`src/rtl/music_sequencer.sv`:
```
// music_sequencer: song sequencer and fixed-priority arbiter for the
// square-wave note player. Grants the shared note ROM to one requester at a
// time, walks that song's notes at a fixed step rate, and feeds the player.
//
// Ports:
//   clk, rst      clock; synchronous active-high reset
//   req[2:0]      play-request pulses, req[2] highest priority
//   grant[2:0]    one-hot owner of the ROM/player, 0 when idle
//   busy          high whenever the sequencer is not idle
//   rom_addr[9:0] {song_id, note_index}, registered
//   rom_data[7:0] ROM read data, valid one cycle after rom_addr changes
//   fullnote[7:0] note to the player, bits[5:0]==0 is a rest
//   note_en       player gate
//   done/done_id  one-cycle completion pulse and id of the finished song
module music_sequencer #(
  parameter int unsigned TICK_LEN = 4194304,
  parameter int unsigned GAP_LEN  = 262144
) (
  input  logic       clk,
  input  logic       rst,
  input  logic [2:0] req,
  output logic [2:0] grant,
  output logic       busy,
  output logic [9:0] rom_addr,
  input  logic [7:0] rom_data,
  output logic [7:0] fullnote,
  output logic       note_en,
  output logic       done,
  output logic [1:0] done_id
);

  // One extra bit so TICK_LEN-GAP_LEN fits even when GAP_LEN is 0.
  localparam int unsigned CW = $clog2(TICK_LEN + 1);
  localparam logic [CW-1:0] LAST   = CW'(TICK_LEN - 1);
  localparam logic [CW-1:0] ON_LEN = CW'(TICK_LEN - GAP_LEN);

  typedef enum logic [2:0] {
    S_IDLE,
    S_FETCH,
    S_LOAD,
    S_PLAY,
    S_DONE
  } state_t;

  state_t        state;
  logic [2:0]    pending;
  logic [CW-1:0] cnt;
  logic [CW-1:0] cnt_next;
  logic [1:0]    top_id;
  logic [2:0]    top_onehot;
  logic          higher;
  logic          take;
  logic [2:0]    clr;

  always_comb begin
    top_id = 2'd0;
    if (pending[2])      top_id = 2'd2;
    else if (pending[1]) top_id = 2'd1;
    top_onehot = 3'b001 << top_id;

    // Current song id lives in the upper ROM address bits.
    higher = 1'b0;
    case (rom_addr[9:8])
      2'd0:    higher = |pending[2:1];
      2'd1:    higher = pending[2];
      default: higher = 1'b0;
    endcase

    take = ((state == S_IDLE) && (pending != '0)) ||
           ((state == S_PLAY) && (cnt == LAST) && higher);
    clr      = take ? top_onehot : '0;
    cnt_next = cnt + 1'b1;
  end

  always_ff @(posedge clk) begin
    if (rst) begin
      state    <= S_IDLE;
      pending  <= '0;
      cnt      <= '0;
      grant    <= '0;
      busy     <= 1'b0;
      rom_addr <= '0;
      fullnote <= '0;
      note_en  <= 1'b0;
      done     <= 1'b0;
      done_id  <= '0;
    end else begin
      // A new request in the grant cycle survives the clear.
      pending <= (pending & ~clr) | req;
      done    <= 1'b0;
      case (state)
        S_IDLE: begin
          note_en <= 1'b0;
          if (take) begin
            grant    <= top_onehot;
            rom_addr <= {top_id, 8'h00};
            busy     <= 1'b1;
            state    <= S_FETCH;
          end
        end
        S_FETCH: state <= S_LOAD;
        S_LOAD: begin
          if (rom_data == 8'hFF) begin
            done    <= 1'b1;
            done_id <= rom_addr[9:8];
            state   <= S_DONE;
          end else begin
            fullnote <= rom_data;
            cnt      <= '0;
            note_en  <= (rom_data[5:0] != '0);
            state    <= S_PLAY;
          end
        end
        S_PLAY: begin
          if (cnt == LAST) begin
            note_en <= 1'b0;
            if (take) begin
              grant    <= top_onehot;
              rom_addr <= {top_id, 8'h00};
              state    <= S_FETCH;
            end else if (rom_addr[7:0] == 8'hFF) begin
              done    <= 1'b1;
              done_id <= rom_addr[9:8];
              state   <= S_DONE;
            end else begin
              rom_addr[7:0] <= rom_addr[7:0] + 8'd1;
              state         <= S_FETCH;
            end
          end else begin
            cnt     <= cnt_next;
            note_en <= (cnt_next < ON_LEN) && (fullnote[5:0] != '0);
          end
        end
        S_DONE: begin
          grant    <= '0;
          fullnote <= '0;
          busy     <= 1'b0;
          state    <= S_IDLE;
        end
        default: state <= S_IDLE;
      endcase
    end
  end

endmodule

```
`config.mk`:
```
export PLATFORM = sky130hd
export DESIGN_NAME = music_sequencer
export DESIGN_NICKNAME = d
export VERILOG_FILES = /design/src/rtl/music_sequencer.sv
export SDC_FILE = /design/constraint.sdc
export NUM_CORES = 1
export LEC_CHECK = 0
export BUFFER_PORTS_ARGS = -buffer_cell sky130_fd_sc_hd__buf_2
export CAP_MARGIN = 10
export CORE_MARGIN = 4
export CORE_UTILIZATION = 50
export DETAILED_ROUTE_END_ITERATION = 12
export PLACE_DENSITY = 0.71
export SYNTH_ARGS = -nofsm -noshare
export SYNTH_HDL_FRONTEND = slang
export SYNTH_SLANG_ARGS = --single-unit
```
`constraint.sdc`:
```
create_clock -name clk -period 2.7 [get_ports clk]
set_input_delay 0.81 -clock clk [delete_from_list [all_inputs] [get_ports clk]]
set_output_delay 0.81 -clock clk [all_outputs]
set_load 0.01 [all_outputs]
```
==> results.md <==
- The flow ran to the end, and the final reports show no timing, DRC or antenna violations.
- Global routing consumed, over all layers together, 19.8% of the routing resources.
- Input and output buffers added on the ports amount to 38.
- Entering global routing, the biggest net connects 26 pins.
- The depth of the CTS H-tree is 2.
- Timing would allow up to between 0.4 and 0.5 GHz.
- Headroom to the max-slew limit came out at between 40 and 50%.
- The worst register-to-register path begins at cnt[0]$_SDFFE_PP0P_.
- The reg-to-reg setup timing slack is around 0.38 ns.
- For the pin with the worst max-slew slack, the measured transition is between 0.8 and 0.9 ns.
- The reported max-cap violation count is 0.
- The number of placement rows is 27.
- The global-route wire length before repair is ~12 mm.
- In this run the worst path has a maximum fanout of 25.
- The number of max-slew violations in the final report was 0.
- The clock tree skew after final layout is between 0.006 and 0.007 ns.
- The total die area is between 6000 and 7000 um^2.
- The area of the mapped netlist is 2830 um^2.
- Global routing finished with a remaining overflow of 0.
- The number of instances in the synthesized netlist is 338.
- The setup-violating endpoint count in the final report is 0.
- The final net count is a little under 400.
- The type of the most critical hold path is flip-flop to flip-flop.
- The part of the Yosys area used for sequential elements is 38.9%.
- Post-CTS timing repair inserted 0 buffers for setup.
- Tracing the worst setup path back leads to its startpoint at cnt[0]$_SDFFE_PP0P_.
- In this run the deepest clock path goes through 2 buffers.
- Of all flip-flops after synthesis, the portion carrying an async set or reset was 0%.
- The insertion delay of the later-clocked pin in the worst-skew pair is 0.31 ns.
- The worst-case IR drop observed on VDD is about 0.00025 V.
- The die is ~83 um wide.
- The number of fill cells is ~520.
- At the worst endpoint, the required time is approximately 2.9 ns.
- Cells with a size suffix above 1 make up 16.4% of the layout.
- The number of cells upsized or downsized after cts is 0.
- The via count of the first global-routing pass is around 2.5k.
- The worst setup path is of the flip-flop to flip-flop kind.
- The number of placed instances, taps included is ~440.
- The number of nets still failing antenna checks after routing is 0.
- Summed over all nets, the half-perimeter wirelength after detailed placement is approximately 4.9 mm.
- Among all cell types in the netlist, the one instantiated most often is sky130_fd_sc_hd__dfxtp_1.
- The total number of yosys warnings is 0.
- The minimum period implied by the final worst setup slack is approximately 2.3 ns.
- The synthesized design spends more area on one cell type than any other, namely sky130_fd_sc_hd__dfxtp_1.
- STA puts the critical path data arrival time at around 2.5 ns.
- The power density of the placed cells is 505 nW/um^2.
- Setup total negative slack on the finished layout was measured at 0 ns.
- The distinct cell type count of the synthesized netlist is 57.
- The via count is ~2.7k.
- Excluding fillers, the count of instances in the completed layout stands at ~450.
- The post-synthesis to final-layout area growth is 11.6%.
- During I/O placement, the number of pins put on the boundary was 39.
- In this run the static leakage power is ~0.0011 uW.
- The launch instance of the worst min-delay path is done_id[1]$_SDFFE_PP0P_.
- The clock tree from TritonCTS is built.
- The initial detailed-routing violation count is ~220.
- The number of antenna diodes in the final layout is 0.
- In the final routed layout, each cell accounts on average for between 15 and 20 um.
- The remaining routing DRC violations is 0.
- The starting density of the core is slightly above 50%.
- Using the TritonRoute via totals, the vias-per-cell ratio works out to about 6.1.
- The number of sinks on the clock net is 55.
- Summed over all layers, the routed wires come to 6.70 mm.
- The clock buffer count from CTS is 5.
- The average size of a mapped cell is about 8.4 um^2.
- The routability congestion estimate is about 0.86.
- The synthesized net count is about 350.
- The number of antenna violations at the first check in global routing is 0.
- In this run, synthesis produced a sequential element count of 55.
- The worst setup path is captured at a flip-flop.
- Setup repair after global routing left no endpoint under its margin.
- After clock tree synthesis, the clock-pin slew on the worst setup and hold paths is around 0.09 ns.
- Sorting the synthesized cells by area gives the leading types as sky130_fd_sc_hd__dfxtp_1 (39%), sky130_fd_sc_hd__nor2_1 (5.0%), sky130_fd_sc_hd__mux2i_1 (4.6%).
- The most frequently used flop master after synthesis is sky130_fd_sc_hd__dfxtp_1.
- The number of optimization iterations in the first detailed-route pass is 4.
- After layout, the worst path uses 86.0% of the clock period.
- The number of enable flip-flop cells after synthesis is 0.
- The top-area cell type share of the netlist area is 38.9%.
- By count the netlist is led by sky130_fd_sc_hd__dfxtp_1 (55), sky130_fd_sc_hd__nor2_1 (38), sky130_fd_sc_hd__nand2_1 (28), sky130_fd_sc_hd__a21oi_1 (24), sky130_fd_sc_hd__nand3_1 (17).
- The total area inside the core boundary comes to 5510 um^2.
- The final number of hold-violating endpoints is 0.
- The worst setup path is launched from a flip-flop.
- The overall die height is approximately 83 um.
- Clock tree synthesis selected as its root buffer the cell sky130_fd_sc_hd__clkbuf_8.
- The count of hold-fix buffers inserted at cts is 0.
## report_power, final
| group | total [uW] | switching [uW] | internal [uW] | leakage, uW |
|---|---|---|---|---|
| registers | 885 | 37.2 | 848 | 0.000446 |
| logic | 280 | 172 | 108 | 0.000666 |
| clock network | 429 | 257 | 173 | 0.0000361 |
| total | 1590 | 466 | 1130 | 0.00115 |
## layer usage
layer / wire [um] / GRT usage, % / up-vias
met5: 0 / 0 / -
met1: 3180 / 26.7 / 1279
met2: 2910 / 31.0 / 97
li1: - / - / 1350
met4: 93 / 5.79 / 0
met3: 514 / 5.16 / 9
## cell type report
class	count	area, um^2	area share (%)
clock buffers	5	68.8	2.18
clock inverters	1	7.51	0.238
inverters	11	41.3	1.31
multi-input cells	254	1590	50.4
flip-flops and latches	55	1100	34.9
well taps	72	90.1	2.85
repair buffers	47	258	8.16
## cell families after synthesis
group                    count (synthesis)  share of synthesized area [%]
multiplexers                            13                           4.60
buffers and inverters                   29                           4.82
XOR/XNOR                                 8                           2.48
adder cells (fa/ha/maj)                  2                          0.884
flip-flops                              55                           38.9
AND/OR/NAND/NOR                        152                           28.8
AO/OA/AOI/OAI                           79                           19.5
## path summary, 6_finish.rpt
kind	to	cells past startpoint
setup / recovery	cnt[10]$_SDFFE_PP0P_	7
hold / removal	done_id[1]$_SDFFE_PP0P_	2
setup reg to reg	cnt[10]$_SDFFE_PP0P_	7
hold reg to reg	done_id[1]$_SDFFE_PP0P_	2
## sequential cells by signal, indices dropped and copies added (netlist names)
| register | flops |
|---|---|
| cnt | 23 |
| rom_addr | 10 |
| fullnote | 8 |
| grant | 3 |
| pending | 3 |
| state | 3 |
| done_id | 2 |
| busy | 1 |
| done | 1 |
| note_en | 1 |
## critical path, stage by stage, from the launching register on
cell	delay (ns)
sky130_fd_sc_hd__dfxtp_1	0.38
sky130_fd_sc_hd__ha_1	0.23
sky130_fd_sc_hd__nand2_1	0.24
sky130_fd_sc_hd__or4_4	0.68
sky130_fd_sc_hd__o21ai_4	0.16
sky130_fd_sc_hd__buf_4	0.27
sky130_fd_sc_hd__or4_1	0.15
sky130_fd_sc_hd__a21oi_1	0.06
## cell usage in the layout (no fill, tap or decap), drive strengths merged, types with 6 or more instances in the layout
master and count:
xnor2 7, nand4 14, mux2i 13, o31ai 13, dfxtp 55, buf 47
nor2 38, nand3 17, o21ai 7, or4 14, a21oi 24, nor4 17
inv 10, nand2 28, nor3 6
## metrics by stage
step / power (uW) / setup slack [ns] / util (%) / area, um^2 / hold slack (ns)
after floorplan: 1100 / 0.686 / - / 2830 / 0.444
after global placement: 1180 / 0.417 / 56.0 / 3080 / 0.444
after detailed placement: 1180 / 0.407 / 56.0 / 3080 / 0.455
after CTS: 1600 / 0.383 / 57.4 / 3160 / 0.469
after global routing: 1690 / 0.114 / 57.4 / 3160 / 0.500
final: 1590 / 0.379 / 57.4 / 3160 / 0.460
Note: power is estimated with default switching activity, not from simulation.
